==> src/rtl/rtc_bus_ctrl.sv <==
// PicoBlaze port-mapped bridge to a multiplexed address/data RTC bus.
// Optional macro RTC_IRQ_EN adds a transaction-done interrupt; without it software polls busy.
module rtc_bus_ctrl #(
  parameter logic [7:0]  PORT_ADDR    = 8'h10,
  parameter logic [7:0]  PORT_WDATA   = 8'h11,
  parameter logic [7:0]  PORT_RCMD    = 8'h12,
  parameter logic [7:0]  PORT_RDATA   = 8'h13,
  parameter int unsigned PHASE_CYCLES = 4
) (
  input  logic       clk,
  input  logic       rst,
  input  logic [7:0] port_id,
  input  logic [7:0] out_port,
  input  logic       write_strobe,
  input  logic       read_strobe,
  input  logic       interrupt_ack,
  output logic [7:0] in_port,
  output logic       interrupt,
  output logic       rtc_cs_n,
  output logic       rtc_ad_n,
  output logic       rtc_wr_n,
  output logic       rtc_rd_n,
  output logic [7:0] rtc_ad_out,
  output logic       rtc_ad_oe,
  input  logic [7:0] rtc_ad_in
);

  typedef enum logic [2:0] {
    S_IDLE, S_A_SET, S_A_STB, S_A_HLD, S_D_SET, S_D_STB, S_D_HLD, S_DONE
  } state_t;

  localparam logic [7:0] LAST_CNT = 8'(PHASE_CYCLES - 1);

  state_t     state_q, state_d;
  logic [7:0] cnt_q, cnt_d;
  logic [7:0] addr_q, bus_addr_q, bus_addr_d;
  logic [7:0] wdata_q, wdata_d;
  logic [7:0] rdata_q, in_port_q;
  logic       dir_q, dir_d;
  logic       err_q, rd_valid_q;
  logic       cs_n_q, ad_n_q, wr_n_q, rd_n_q, ad_oe_q;
  logic       cs_n_d, ad_n_d, wr_n_d, rd_n_d, ad_oe_d;
  logic [7:0] ad_out_q, ad_out_d;

  logic wr_addr, wr_wdata, wr_rcmd, rd_stat, rd_data;
  logic busy, start, collide, phase_end, enter_done;
  logic [7:0] status;

  assign wr_addr    = write_strobe && (port_id == PORT_ADDR);
  assign wr_wdata   = write_strobe && (port_id == PORT_WDATA);
  assign wr_rcmd    = write_strobe && (port_id == PORT_RCMD);
  assign rd_stat    = read_strobe  && (port_id == PORT_RCMD);
  assign rd_data    = read_strobe  && (port_id == PORT_RDATA);
  assign busy       = (state_q != S_IDLE);
  assign start      = (wr_wdata || wr_rcmd) && !busy;
  assign collide    = (wr_wdata || wr_rcmd) && busy;
  assign phase_end  = (cnt_q == LAST_CNT);
  assign enter_done = (state_q == S_D_HLD) && phase_end;
  assign status     = {5'b0, err_q, rd_valid_q, busy};

  // Transaction context is captured only at start, so a rejected start or a
  // later address write can never disturb the cycle already on the bus.
  assign dir_d      = start ? wr_rcmd : dir_q;
  assign bus_addr_d = start ? addr_q : bus_addr_q;
  assign wdata_d    = (start && wr_wdata) ? out_port : wdata_q;

  always_ff @(posedge clk or posedge rst) begin
    if (rst) begin
      state_q <= S_IDLE;
      cnt_q   <= '0;
    end else begin
      state_q <= state_d;
      cnt_q   <= cnt_d;
    end
  end

  always_comb begin
    state_d = state_q;
    cnt_d   = cnt_q;
    unique case (state_q)
      S_IDLE: begin
        if (start) begin
          state_d = S_A_SET;
          cnt_d   = '0;
        end
      end
      S_DONE: state_d = S_IDLE;
      default: begin
        if (phase_end) begin
          cnt_d = '0;
          unique case (state_q)
            S_A_SET: state_d = S_A_STB;
            S_A_STB: state_d = S_A_HLD;
            S_A_HLD: state_d = S_D_SET;
            S_D_SET: state_d = S_D_STB;
            S_D_STB: state_d = S_D_HLD;
            default: state_d = S_DONE;
          endcase
        end else begin
          cnt_d = cnt_q + 8'd1;
        end
      end
    endcase
  end

  // Bus pins are decoded from the next state so the registered pins line up
  // with state_q exactly.
  always_comb begin
    cs_n_d   = 1'b1;
    ad_n_d   = 1'b1;
    wr_n_d   = 1'b1;
    rd_n_d   = 1'b1;
    ad_oe_d  = 1'b0;
    ad_out_d = '0;
    unique case (state_d)
      S_A_SET, S_A_STB, S_A_HLD: begin
        cs_n_d   = 1'b0;
        ad_n_d   = 1'b0;
        ad_oe_d  = 1'b1;
        ad_out_d = bus_addr_d;
        if (state_d == S_A_STB) wr_n_d = 1'b0;
      end
      S_D_SET, S_D_STB, S_D_HLD: begin
        cs_n_d = 1'b0;
        if (!dir_d) begin
          ad_oe_d  = 1'b1;
          ad_out_d = wdata_d;
        end
        if (state_d == S_D_STB) begin
          if (dir_d) rd_n_d = 1'b0;
          else       wr_n_d = 1'b0;
        end
      end
      default: ;
    endcase
  end

  always_ff @(posedge clk or posedge rst) begin
    if (rst) begin
      cs_n_q     <= 1'b1;
      ad_n_q     <= 1'b1;
      wr_n_q     <= 1'b1;
      rd_n_q     <= 1'b1;
      ad_oe_q    <= 1'b0;
      ad_out_q   <= '0;
      dir_q      <= 1'b0;
      bus_addr_q <= '0;
      wdata_q    <= '0;
    end else begin
      cs_n_q     <= cs_n_d;
      ad_n_q     <= ad_n_d;
      wr_n_q     <= wr_n_d;
      rd_n_q     <= rd_n_d;
      ad_oe_q    <= ad_oe_d;
      ad_out_q   <= ad_out_d;
      dir_q      <= dir_d;
      bus_addr_q <= bus_addr_d;
      wdata_q    <= wdata_d;
    end
  end

  always_ff @(posedge clk or posedge rst) begin
    if (rst) begin
      addr_q     <= '0;
      rdata_q    <= '0;
      err_q      <= 1'b0;
      rd_valid_q <= 1'b0;
      in_port_q  <= '0;
    end else begin
      if (wr_addr) addr_q <= out_port;
      if ((state_q == S_D_STB) && phase_end) rdata_q <= rtc_ad_in;
      if (collide)      err_q <= 1'b1;
      else if (rd_stat) err_q <= 1'b0;
      if (enter_done && dir_q) rd_valid_q <= 1'b1;
      else if (rd_data)        rd_valid_q <= 1'b0;
      if (port_id == PORT_RCMD)       in_port_q <= status;
      else if (port_id == PORT_RDATA) in_port_q <= rdata_q;
      else                            in_port_q <= '0;
    end
  end

`ifdef RTC_IRQ_EN
  logic irq_q;

  always_ff @(posedge clk or posedge rst) begin
    if (rst)                irq_q <= 1'b0;
    else if (enter_done)    irq_q <= 1'b1;
    else if (interrupt_ack) irq_q <= 1'b0;
  end

  assign interrupt = irq_q;
`else
  logic unused_ack;
  assign unused_ack = interrupt_ack;
  assign interrupt  = 1'b0;
`endif

  assign in_port    = in_port_q;
  assign rtc_cs_n   = cs_n_q;
  assign rtc_ad_n   = ad_n_q;
  assign rtc_wr_n   = wr_n_q;
  assign rtc_rd_n   = rd_n_q;
  assign rtc_ad_oe  = ad_oe_q;
  assign rtc_ad_out = ad_out_q;

endmodule
==> config.mk <==
export PLATFORM = sky130hd
export DESIGN_NAME = rtc_bus_ctrl
export DESIGN_NICKNAME = d
export VERILOG_FILES = /design/src/rtl/rtc_bus_ctrl.sv
export SDC_FILE = /design/constraint.sdc
export NUM_CORES = 1
export LEC_CHECK = 0
export BUFFER_PORTS_ARGS = -buffer_cell sky130_fd_sc_hd__buf_2
export CAP_MARGIN = 20
export CORE_UTILIZATION = 54
export DETAILED_ROUTE_END_ITERATION = 8
export GPL_TIMING_DRIVEN = 0
export PLACE_DENSITY = 0.81
export SETUP_SLACK_MARGIN = 0.3
export SLEW_MARGIN = 15
export SYNTH_ARGS = -nofsm -noshare
export SYNTH_HDL_FRONTEND = slang
export SYNTH_SLANG_ARGS = --single-unit
==> constraint.sdc <==
create_clock -name clk -period 3.05 [get_ports clk]
set_input_delay 0 -clock clk [delete_from_list [all_inputs] [get_ports clk]]
set_output_delay 0 -clock clk [all_outputs]
set_load 0.03 [all_outputs]
==> impl_metrics.ini <==
[final_layout]
nets = 361
nFillCells = 420
mostFrequentLayoutCells = dfrtp_1 (63), buf_2 (50), inv_1 (24)
drive_gt1_share_pct = 33.7
instances_no_fill = 407
multiInputGateArea_sq_um = 1230
final_common_cell = dfrtp_1
utilization_pct = 68.9
n_antenna_cell = 0
syn2layout_area_growth_pct = 23.1
seqCellArea_sq_um = 1680

[critical_path]
critical_path_arrival_ns = 2.65
end_kind = flip-flop
worst_path_largest_cell_delay_ns = 0.53
path_class = flip-flop to flip-flop
timing.critical_path.cells = ha_1 -> or4b_4 -> nor2_2 -> nand4_1 -> mux2_2
worstSetupStartpointType = flip-flop
critPathRequiredTime_ns = 3.28
rrSetupSlack_ns = 0.64
critPathSlowestCell = or4b_4
critPathMaxFanout = 8

[synth]
ys_seq_area_share_pct = 54.9
syn_nets = 283
synth_seq_cells = 67
yosys_warnings = 0
synth.distinct_cells = 57
synth_edf_count = 0
syn-cell-area_sq_um = 3060
synth-main-ff-cell = dfrtp_1
synthCells = 252
synth_area_per_cell_sq_um = 12.2
async_reset_ff_share_pct = 100

[detailed_routing]
vias = 2203
ant_nets = 0
dr.pass1.iters = 4
wl_per_cell_microns = 14.6
drt-initial-drc-count = 134
wl_microns = 5940
detail_route.vias_per_cell = 5.41
drc = 0

[sta]
slew_headroom_pct = 41.6
timing.fmax_ghz = 0.414
period_minus_slack_ns = 2.41
finalCritPeriodShare_pct = 79.2
drv_slew = 0
finClkSkew_ns = 0.00678
final-setup-viol-count = 0
fin_setup_tns_ns = 0
tightest_slew_ns = 0.867
rsz0062_at_grt = no
finalHoldViolCount = 0

[clocking]
post_cts_buffers = 0
cts-root-buf = clkbuf_8
cts_buffers = 9
path_clk_slew_ns = 0.07
clock_sinks = 67
cts_max_path_buffers = 2
clock_insertion_delay_worst_skew_ns = 0.34
cts_tree = built
htreeDepth = 3

[placed_design]
gp_congestion = 0.863
io_buffers = 47
dp.cells = 372
dpl.hpwl_microns = 3990

[flow_run]
timing.max_cap.violations = 0

[grt]
grtUsageTotal_pct = 22.2
grt_max_degree = 45
grt_pass1_wl_microns = 10000
grt_pass1_vias = 2222
grt-ovfl-total = 0
grt_antenna_before_repair = 0

[power]
totalPowerFinal_mw = 1.63
p_leak_nw = 1.93
powerDensity_nw_per_um2 = 433
peakVddDrop_uv = 325

[worst_hold_path]
hold_class = input pin to flip-flop

[run_status]
status = finished clean

[floorplan]
io_pins = 51
initial_utilization_pct = 56.0
fp.dieW_microns = 77.3
core_area_sq_um = 5470
std_cell_rows = 27
dieHeight_microns = 77.3
dieArea_sq_um = 5980
[worst paths after layout]
check | from | endpoint | depth (start not counted)
worst max-delay path | cnt_q[0] | rdata_q[5] | 5
worst min-delay path | read_strobe | rd_valid_q | 4
worst min register to register | rdata_q[7] | in_port[7] | 1
max in group asynchronous | rst | rtc_wr_n | 4
worst max register to register | cnt_q[0] | rdata_q[5] | 5
min in group asynchronous | rst | rdata_q[5] | 3
[timing repair]
action / CTS / global route
resized for setup: 0 / 1
endpoints found under the hold margin: 88 / 0
setup endpoints to repair: 0 / 2
hold buffers: 19 / 0
[sequential cells by signal (all words and copies together), names as in the netlist]
| name | count |
|---|---|
| rtc_wr_n | 1 |
| wdata_q | 8 |
| rdata_q | 8 |
| dir_q | 1 |
| in_port | 8 |
| state_q | 3 |
| rtc_ad_oe | 1 |
| err_q | 1 |
| rtc_rd_n | 1 |
| rtc_ad_n | 1 |
| addr_q | 8 |
| bus_addr_q | 8 |
| cnt_q | 8 |
| rtc_cs_n | 1 |
| rtc_ad_out | 8 |
| rd_valid_q | 1 |
[worst max-delay path: cells and delay by family (launching register included)]
family | cells | cell delay, ns
adder cells (fa/ha/maj) | 1 | 0.23
flip-flops | 1 | 0.38
AND/OR/NAND/NOR | 3 | 1.24
multiplexers | 1 | 0.45
[per-layer routing]
layer | global-route usage, % | part of all wire [%] | vias up
met2 | 35.8 | 51 | 49
met1 | 27.0 | 44 | 1089
met5 | 0 | 0 | -
li1 | - | - | 1054
met4 | 12.5 | 1.9 | 0
met3 | 5.88 | 3.7 | 11
[cells in the mapped netlist (3+ instances only)]
master / number / share of area [%]
a22o_1: 3 / 0.86
nand4_1: 3 / 0.61
nand2_1: 16 / 2.0
nand3_1: 5 / 0.82
nor4_1: 3 / 0.61
dfrtp_1: 63 / 51
dfstp_2: 4 / 3.4
xor2_1: 3 / 0.86
and3_1: 4 / 0.82
mux2i_1: 18 / 5.9
buf_2: 3 / 0.49
clkbuf_1: 3 / 0.37
inv_1: 25 / 3.1
o32ai_2: 7 / 3.7
nor3_1: 5 / 0.82
and2_1: 5 / 1.0
mux2_2: 17 / 6.2
a21oi_1: 5 / 0.82
o21ai_0: 10 / 1.6
nor2_1: 5 / 0.61
[cell families (layout without fill, tap and decap cells)]
logic type | after synthesis | count (layout) | share of synthesized area (%)
other | 1 | 1 | 0.122
AND/OR/NAND/NOR | 62 | 62 | 12.5
XOR/XNOR | 3 | 3 | 0.858
flip-flops | 67 | 67 | 54.9
multiplexers | 35 | 35 | 12.1
adder cells (fa/ha/maj) | 2 | 2 | 0.817
buffers and inverters | 35 | 118 | 5.02
AO/OA/AOI/OAI | 47 | 47 | 13.7
[power breakdown]
| part | internal (mW) | switching [mW] | leakage [nW] |
|---|---|---|---|
| clock | 0.296 | 0.336 | 0.0904 |
| combinational | 0.0478 | 0.0453 | 0.977 |
| sequential | 0.902 | 0.00657 | 0.861 |
| total | 1.25 | 0.388 | 1.93 |
[final cells by class]
| type | count | share of cell area [%] |
|---|---|---|
| Multi-Input combinational cell | 150 | 32.6 |
| Buffer | 9 | 1.49 |
| Tap cell | 72 | 2.39 |
| Clock inverter | 6 | 1.09 |
| Inverter | 26 | 2.65 |
| Clock buffer | 10 | 3.38 |
| Timing Repair Buffer | 67 | 11.8 |
| Sequential cell | 67 | 44.6 |
[per-stage QoR]
step,setup WS [ns],cell area (sq um),hold slack [ns]
after floorplan,0.890,3060,0.142
final,0.635,3770,0.0178
after detailed placement,0.568,3410,-0.0213
after global placement,0.588,3390,0.234
after global routing,0.447,3770,0.0222
after CTS,0.534,3770,0.00237
(Power assumes the default switching activity.)
